### config.mk
export PLATFORM = sky130hd
export DESIGN_NAME = timer_nbit_multi_cmp
export DESIGN_NICKNAME = d
export VERILOG_FILES = /design/src/rtl/timer_pkg.sv /design/src/rtl/timer_prescaler.sv /design/src/rtl/timer_nbit_multi_cmp.sv
export SDC_FILE = /design/constraint.sdc
export NUM_CORES = 1
export LEC_CHECK = 0
export CAP_MARGIN = 20
export CORE_MARGIN = 2
export CORE_UTILIZATION = 45
export DETAILED_ROUTE_END_ITERATION = 12
export GPL_TIMING_DRIVEN = 0
export PLACE_DENSITY_LB_ADDON = 0.2
export SYNTH_ARGS = -nofsm -noshare
export SYNTH_HDL_FRONTEND = slang
export SYNTH_HIERARCHICAL = 1
export SYNTH_SLANG_ARGS = --single-unit
### constraint.sdc
create_clock -name sysClock -period 2.8 [get_ports sysClock]
set_input_delay 0.84 -clock sysClock [delete_from_list [all_inputs] [get_ports sysClock]]
set_output_delay 0.84 -clock sysClock [all_outputs]
set_load 0.01 [all_outputs]
### src/rtl/timer_pkg.sv
// Shared encodings for the timer family: clock-select values, prescaler divisors,
// and TCCR / TIFR bit positions.
package timer_pkg;

   typedef enum logic [2:0] {
      CS_STOP    = 3'd0,
      CS_DIV1    = 3'd1,
      CS_DIV8    = 3'd2,
      CS_DIV64   = 3'd3,
      CS_DIV256  = 3'd4,
      CS_DIV1024 = 3'd5,
      CS_STOP_6  = 3'd6,
      CS_STOP_7  = 3'd7
   } cs_e;

   localparam int unsigned PRESC_W  = 10;
   localparam int unsigned DIV_1    = 1;
   localparam int unsigned DIV_8    = 8;
   localparam int unsigned DIV_64   = 64;
   localparam int unsigned DIV_256  = 256;
   localparam int unsigned DIV_1024 = 1024;

   localparam int unsigned TCCR_CS_LSB = 0;
   localparam int unsigned TCCR_CS_W   = 3;
   localparam int unsigned TCCR_CTC    = 3;
   localparam int unsigned TCCR_OCRBUF = 4;
   localparam int unsigned TCCR_USED_W = 5;

   localparam int unsigned TIFR_TOV      = 0;
   localparam int unsigned TIFR_OCF_BASE = 1;

endpackage

### src/rtl/timer_prescaler.sv
// Free-running 10-bit prescaler; emits a one-cycle tick each time the low bits
// selected by CS are all ones.
module timer_prescaler
   import timer_pkg::*;
(
   input  logic clk,
   input  logic rst,
   input  cs_e  cs,
   input  logic clear,
   output logic tick
);

   logic [PRESC_W-1:0] cnt;
   logic [PRESC_W-1:0] mask;
   logic               run;

   always_ff @(posedge clk) begin
      if (rst || clear)
         cnt <= '0;
      else
         cnt <= cnt + PRESC_W'(1);
   end

   // All divisors divide 2^PRESC_W, so a masked compare on the wrapping counter is periodic.
   always_comb begin
      run  = 1'b1;
      mask = '0;
      case (cs)
         CS_DIV1:    mask = PRESC_W'(DIV_1 - 1);
         CS_DIV8:    mask = PRESC_W'(DIV_8 - 1);
         CS_DIV64:   mask = PRESC_W'(DIV_64 - 1);
         CS_DIV256:  mask = PRESC_W'(DIV_256 - 1);
         CS_DIV1024: mask = PRESC_W'(DIV_1024 - 1);
         default:    run  = 1'b0;
      endcase
   end

   assign tick = run && ((cnt & mask) == mask);

endmodule

### src/rtl/timer_nbit_multi_cmp.sv
// WIDTH-bit timer with NUM_CMP compare channels, normal/CTC modes, optional
// double-buffered compare registers and a masked, combined interrupt request.
module timer_nbit_multi_cmp
   import timer_pkg::*;
#(
   parameter  int unsigned WIDTH   = 16,
   parameter  int unsigned NUM_CMP = 2,
   localparam int unsigned SEL_W   = (NUM_CMP > 1) ? $clog2(NUM_CMP) : 1,
   localparam int unsigned NF      = NUM_CMP + 1
)
(
   input  logic                     sysClock,
   input  logic                     system_reset,
   input  logic [WIDTH-1:0]         TCNT_input,
   input  logic                     TCNT_write_enable,
   input  logic [WIDTH-1:0]         OCR_input,
   input  logic [SEL_W-1:0]         OCR_sel,
   input  logic                     OCR_write_enable,
   input  logic [7:0]               TCCR_input,
   input  logic                     TCCR_write_enable,
   input  logic [NF-1:0]            TIMSK_input,
   input  logic                     TIMSK_write_enable,
   input  logic [NF-1:0]            TIFR_input,
   input  logic                     TIFR_write_enable,
   output logic [WIDTH-1:0]         TCNT_output,
   output logic [7:0]               TCCR_output,
   output logic [NUM_CMP*WIDTH-1:0] OCR_output,
   output logic [NF-1:0]            TIMSK_output,
   output logic [NF-1:0]            TIFR_output,
   output logic                     irq
);

   logic [TCCR_USED_W-1:0] tccr;
   logic [WIDTH-1:0]       tcnt;
   logic [WIDTH-1:0]       ocr_act [NUM_CMP];
   logic [WIDTH-1:0]       ocr_buf [NUM_CMP];
   logic [NF-1:0]          tifr;
   logic [NF-1:0]          timsk;
   logic                   block;

   logic          tick;
   logic          step;
   logic          ctc;
   logic          buffered;
   logic          at_top;
   logic          ctc_hit;
   logic          wrap;
   logic          buf_clear;
   logic          copy;
   logic          direct_wr;
   logic [NF-1:0] hw_set;
   logic [NF-1:0] clr_mask;

   timer_prescaler u_presc (
      .clk   (sysClock),
      .rst   (system_reset),
      .cs    (cs_e'(tccr[TCCR_CS_LSB +: TCCR_CS_W])),
      .clear (TCCR_write_enable),
      .tick  (tick)
   );

   always_comb begin
      ctc       = tccr[TCCR_CTC];
      buffered  = tccr[TCCR_OCRBUF];
      step      = tick && !TCNT_write_enable;
      at_top    = (tcnt == '1);
      ctc_hit   = ctc && (tcnt == ocr_act[0]);
      wrap      = step && (ctc_hit || at_top);
      buf_clear = TCCR_write_enable && !TCCR_input[TCCR_OCRBUF];
      copy      = buf_clear || (buffered && wrap);
      direct_wr = !buffered || buf_clear;
      clr_mask  = TIFR_write_enable ? TIFR_input : '0;
      hw_set    = '0;
      hw_set[TIFR_TOV] = step && at_top;
      // A TCNT write suppresses compare matches on the following tick only.
      for (int unsigned i = 0; i < NUM_CMP; i++)
         hw_set[TIFR_OCF_BASE + i] = step && !block && (tcnt == ocr_act[i]);
   end

   always_ff @(posedge sysClock) begin
      if (system_reset) begin
         tccr  <= '0;
         tcnt  <= '0;
         tifr  <= '0;
         timsk <= '0;
         block <= 1'b0;
         for (int unsigned i = 0; i < NUM_CMP; i++) begin
            ocr_act[i] <= '0;
            ocr_buf[i] <= '0;
         end
      end else begin
         if (TCCR_write_enable)
            tccr <= TCCR_input[TCCR_USED_W-1:0];
         if (TIMSK_write_enable)
            timsk <= TIMSK_input;
         tifr <= (tifr & ~clr_mask) | hw_set;

         if (TCNT_write_enable) begin
            tcnt  <= TCNT_input;
            block <= 1'b1;
         end else if (step) begin
            block <= 1'b0;
            tcnt  <= (ctc_hit || at_top) ? '0 : tcnt + WIDTH'(1);
         end

         // Copy-from-buffer first; a same-cycle CPU write to the channel then overrides it.
         for (int unsigned i = 0; i < NUM_CMP; i++) begin
            if (copy)
               ocr_act[i] <= ocr_buf[i];
            if (OCR_write_enable && (OCR_sel == SEL_W'(i))) begin
               ocr_buf[i] <= OCR_input;
               if (direct_wr)
                  ocr_act[i] <= OCR_input;
            end
         end
      end
   end

   always_comb begin
      OCR_output = '0;
      for (int unsigned i = 0; i < NUM_CMP; i++)
         OCR_output[i*WIDTH +: WIDTH] = ocr_buf[i];
   end

   assign TCNT_output  = tcnt;
   assign TCCR_output  = {{(8 - TCCR_USED_W){1'b0}}, tccr};
   assign TIMSK_output = timsk;
   assign TIFR_output  = tifr;
   assign irq          = |(tifr & timsk);

endmodule

==> flow_summary.toml <==
[placement]
gp_congestion = 0.868
dpl.hpwl_um = 9550
portBuffers = 109
place_ws_ns = -0.972

[worst_setup_path]
arrival_ns = 2.79
crit_type = "input pin to flip-flop"
cp.required_ns = 2.90
cp-end-kind = "flip-flop"
rr_worst_depth = 7
cp-start-kind = "input pin"
r2r_setup_slack_ns = 0.19
path_max_fanout = 10

[synthesis]
synthTopCellsByCount = "edfxtp_1 (64), nand2_1 (63), dfxtp_1 (38)"
netlist.area_leader.share = 0.384
ys_top_cells_by_area = "edfxtp_1 (38%), dfxtp_1 (15%), xnor2_1 (5.3%), nand2_1 (4.7%), o21ai_0 (3.4%)"
yosysMostFrequentCell = "edfxtp_1"
syn_area_mm2 = 0.00500
synth_edf_count = 64
async_flop_share = 0
seq_area_frac_synth = 0.536
ys_ff_latch = 102
synth_top_cell_by_area = "edfxtp_1"
syn_avg_cell_area_um2 = 10.5
ys.flop_type = "edfxtp_1"
synth_warnings = 6
netlist-cell-type-count = 52
netlist_instances = 477

[die]
die_h_um = 109
rows = 38
start_util = 0.461
die-area_mm2 = 0.0120
top_level_ports = 117
core_area_mm2 = 0.0108
die_x_um = 109

[power]
comb_power_share = 0.169
internal-power_mw = 2.47
clkPwrFrac = 0.292
p_seq_frac = 0.538
p_leak_nw = 2.43
swShare = 0.259
ir_drop_v = 0.000289
p_per_area_mw_per_mm2 = 506
p_sw_mw = 0.863
finalPower_mw = 3.33

[sta]
setup_tns_ns = 0
final.period_utilization = 0.960
fin_ws_ns = 0.113
clock_skew_ns = 0.0166
drv_slew = 0
worst_slew_pin_slew_ns = 0.762
relSlewSlack = 0.491
hold_viol = 0
setup_viol_count_final = 0
min_period_ns = 2.69
rsz0062_at_grt = "no"
fmax_ghz = 0.372

[route]
dr.first_iter.drc_count = 281
topRoutingLayerUsed = "met4"
wl_met1_um = 5630
routedWlPerCell_um = 17.2
vias_per_cell = 5.48
wl_met3_um = 974
ant_nets = 0
wirelength_um = 12800
drc_errors = 0
wl_met2_um = 6020
via_count = 4082
first_pass_iters = 5

[grt]
antenna_found_initial = 0
grt_max_degree = 18
grt_usage = 0.219
grt_pass1_wl_um = 20100
grt_overflow = 0
grt_pass1_vias = 4081

[outcome]
status = "finished clean"

[final_layout]
post-route-util = 0.607
fin_nets = 656
drive_above_1_share = 0.107
syn_to_final_growth_pct = 31.5
num_antenna_cells = 0

[cts]
cts_hold_buffers = 0
htreeDepth = 3
cts_sinks = 102
numCtsBuffers = 9
clock_latency_ns = 0.37
cts_tree = "done"
cts.clk_slew.worst_paths_ns = 0.10
cts_max_path_buffers = 2
clock-root-buffer = "clkbuf_8"

[hold_path]
hp-class = "flip-flop to flip-flop"
hold_path_depth = 1

[job]
maxCapViolCount = 0
==> layout by cell type (no fill, tap or decap), types with 9 or more instances in the layout <==
| cell | instances |
|---|---|
| clkdlybuf4s50_1 | 109 |
| and3_1 | 19 |
| nor2_1 | 18 |
| dfxtp_1 | 38 |
| edfxtp_1 | 64 |
| xor2_1 | 19 |
| a22oi_1 | 17 |
| clkbuf_8 | 10 |
| o22ai_2 | 10 |
| nand2_1 | 63 |
| clkbuf_1 | 13 |
| a21oi_1 | 23 |
| and2_1 | 20 |
| o21ai_0 | 32 |
| xnor2_1 | 30 |
| inv_1 | 9 |
==> cell type report <==
cell class	count	area, um^2
Buffer	34	180
Clock buffer	11	163
Clock inverter	5	50.0
Fill cell	955	4260
Inverter	9	33.8
Multi-Input combinational cell	331	2160
Sequential cell	102	2680
Tap cell	140	175
Timing Repair Buffer	113	1130
==> registers in the layout (all words and copies together), names as in the netlist <==
signal and count:
TCNT_output 16, TIFR_output 3, TIMSK_output 3, block 1, ocr_act 32, ocr_buf 32, tccr 5, u_presc/cnt 10
==> power groups by stage <==
stage | clock network [mW] | registers [mW] | logic (mW)
floorplan | 0 | 1.84 | 0.244
global placement | 0 | 1.83 | 0.539
global route | 1.06 | 1.81 | 0.611
detailed placement | 0 | 1.83 | 0.551
finish | 0.974 | 1.79 | 0.564
CTS | 0.996 | 1.79 | 0.564
==> final timing paths <==
check / startpoint / endpoint
worst min register to register: u_presc/cnt[0] / u_presc/cnt[0]
worst min-delay path: u_presc/cnt[0] / u_presc/cnt[0]
worst max register to register: TCNT_output[10] / ocr_act[0][15]
worst max-delay path: TCCR_write_enable / ocr_act[0][3]
==> kinds of logic after synthesis <==
kind of cell | share of synthesized area
other | 0.000750
adders and majority gates | 0.00500
buffers and inverters | 0.0425
DFF | 0.536
muxes | 0.0160
and+or+nand+nor | 0.170
xor gates and xnor gates | 0.0858
AOI/OAI and AO/OA | 0.143
==> critical path, cell delays in order <==
cell             delay (ns)
clkdlybuf4s50_1        0.43
buf_2                  0.19
nor2b_2                0.19
and2_1                 0.15
a41o_1                 0.19
a21oi_1                0.31
clkbuf_2               0.32
o21ai_0                0.15
==> timing repair <==
action / in CTS / in global routing
setup buffers: 2 / 0
endpoints found under the setup margin: 77 / 46
pin swaps: 2 / 0
gates resized for setup: 10 / 12
==> per-stage QoR <==
step / instances / area (um^2) / hold WS, ns
global route: 745 / 6580 / 0.508
global placement: 728 / 6280 / 0.440
finish: 745 / 6580 / 0.488
detailed placement: 730 / 6300 / 0.470
floorplan: 479 / 5020 / 0.429
CTS: 745 / 6550 / 0.493
==> per-layer routing <==
metal,vias up,GRT usage
li1,1954,-
met1,1925,0.283
met2,184,0.363
met3,19,0.0427
met4,0,0.0859
met5,-,0
Note: power is estimated with default switching activity, not from simulation.
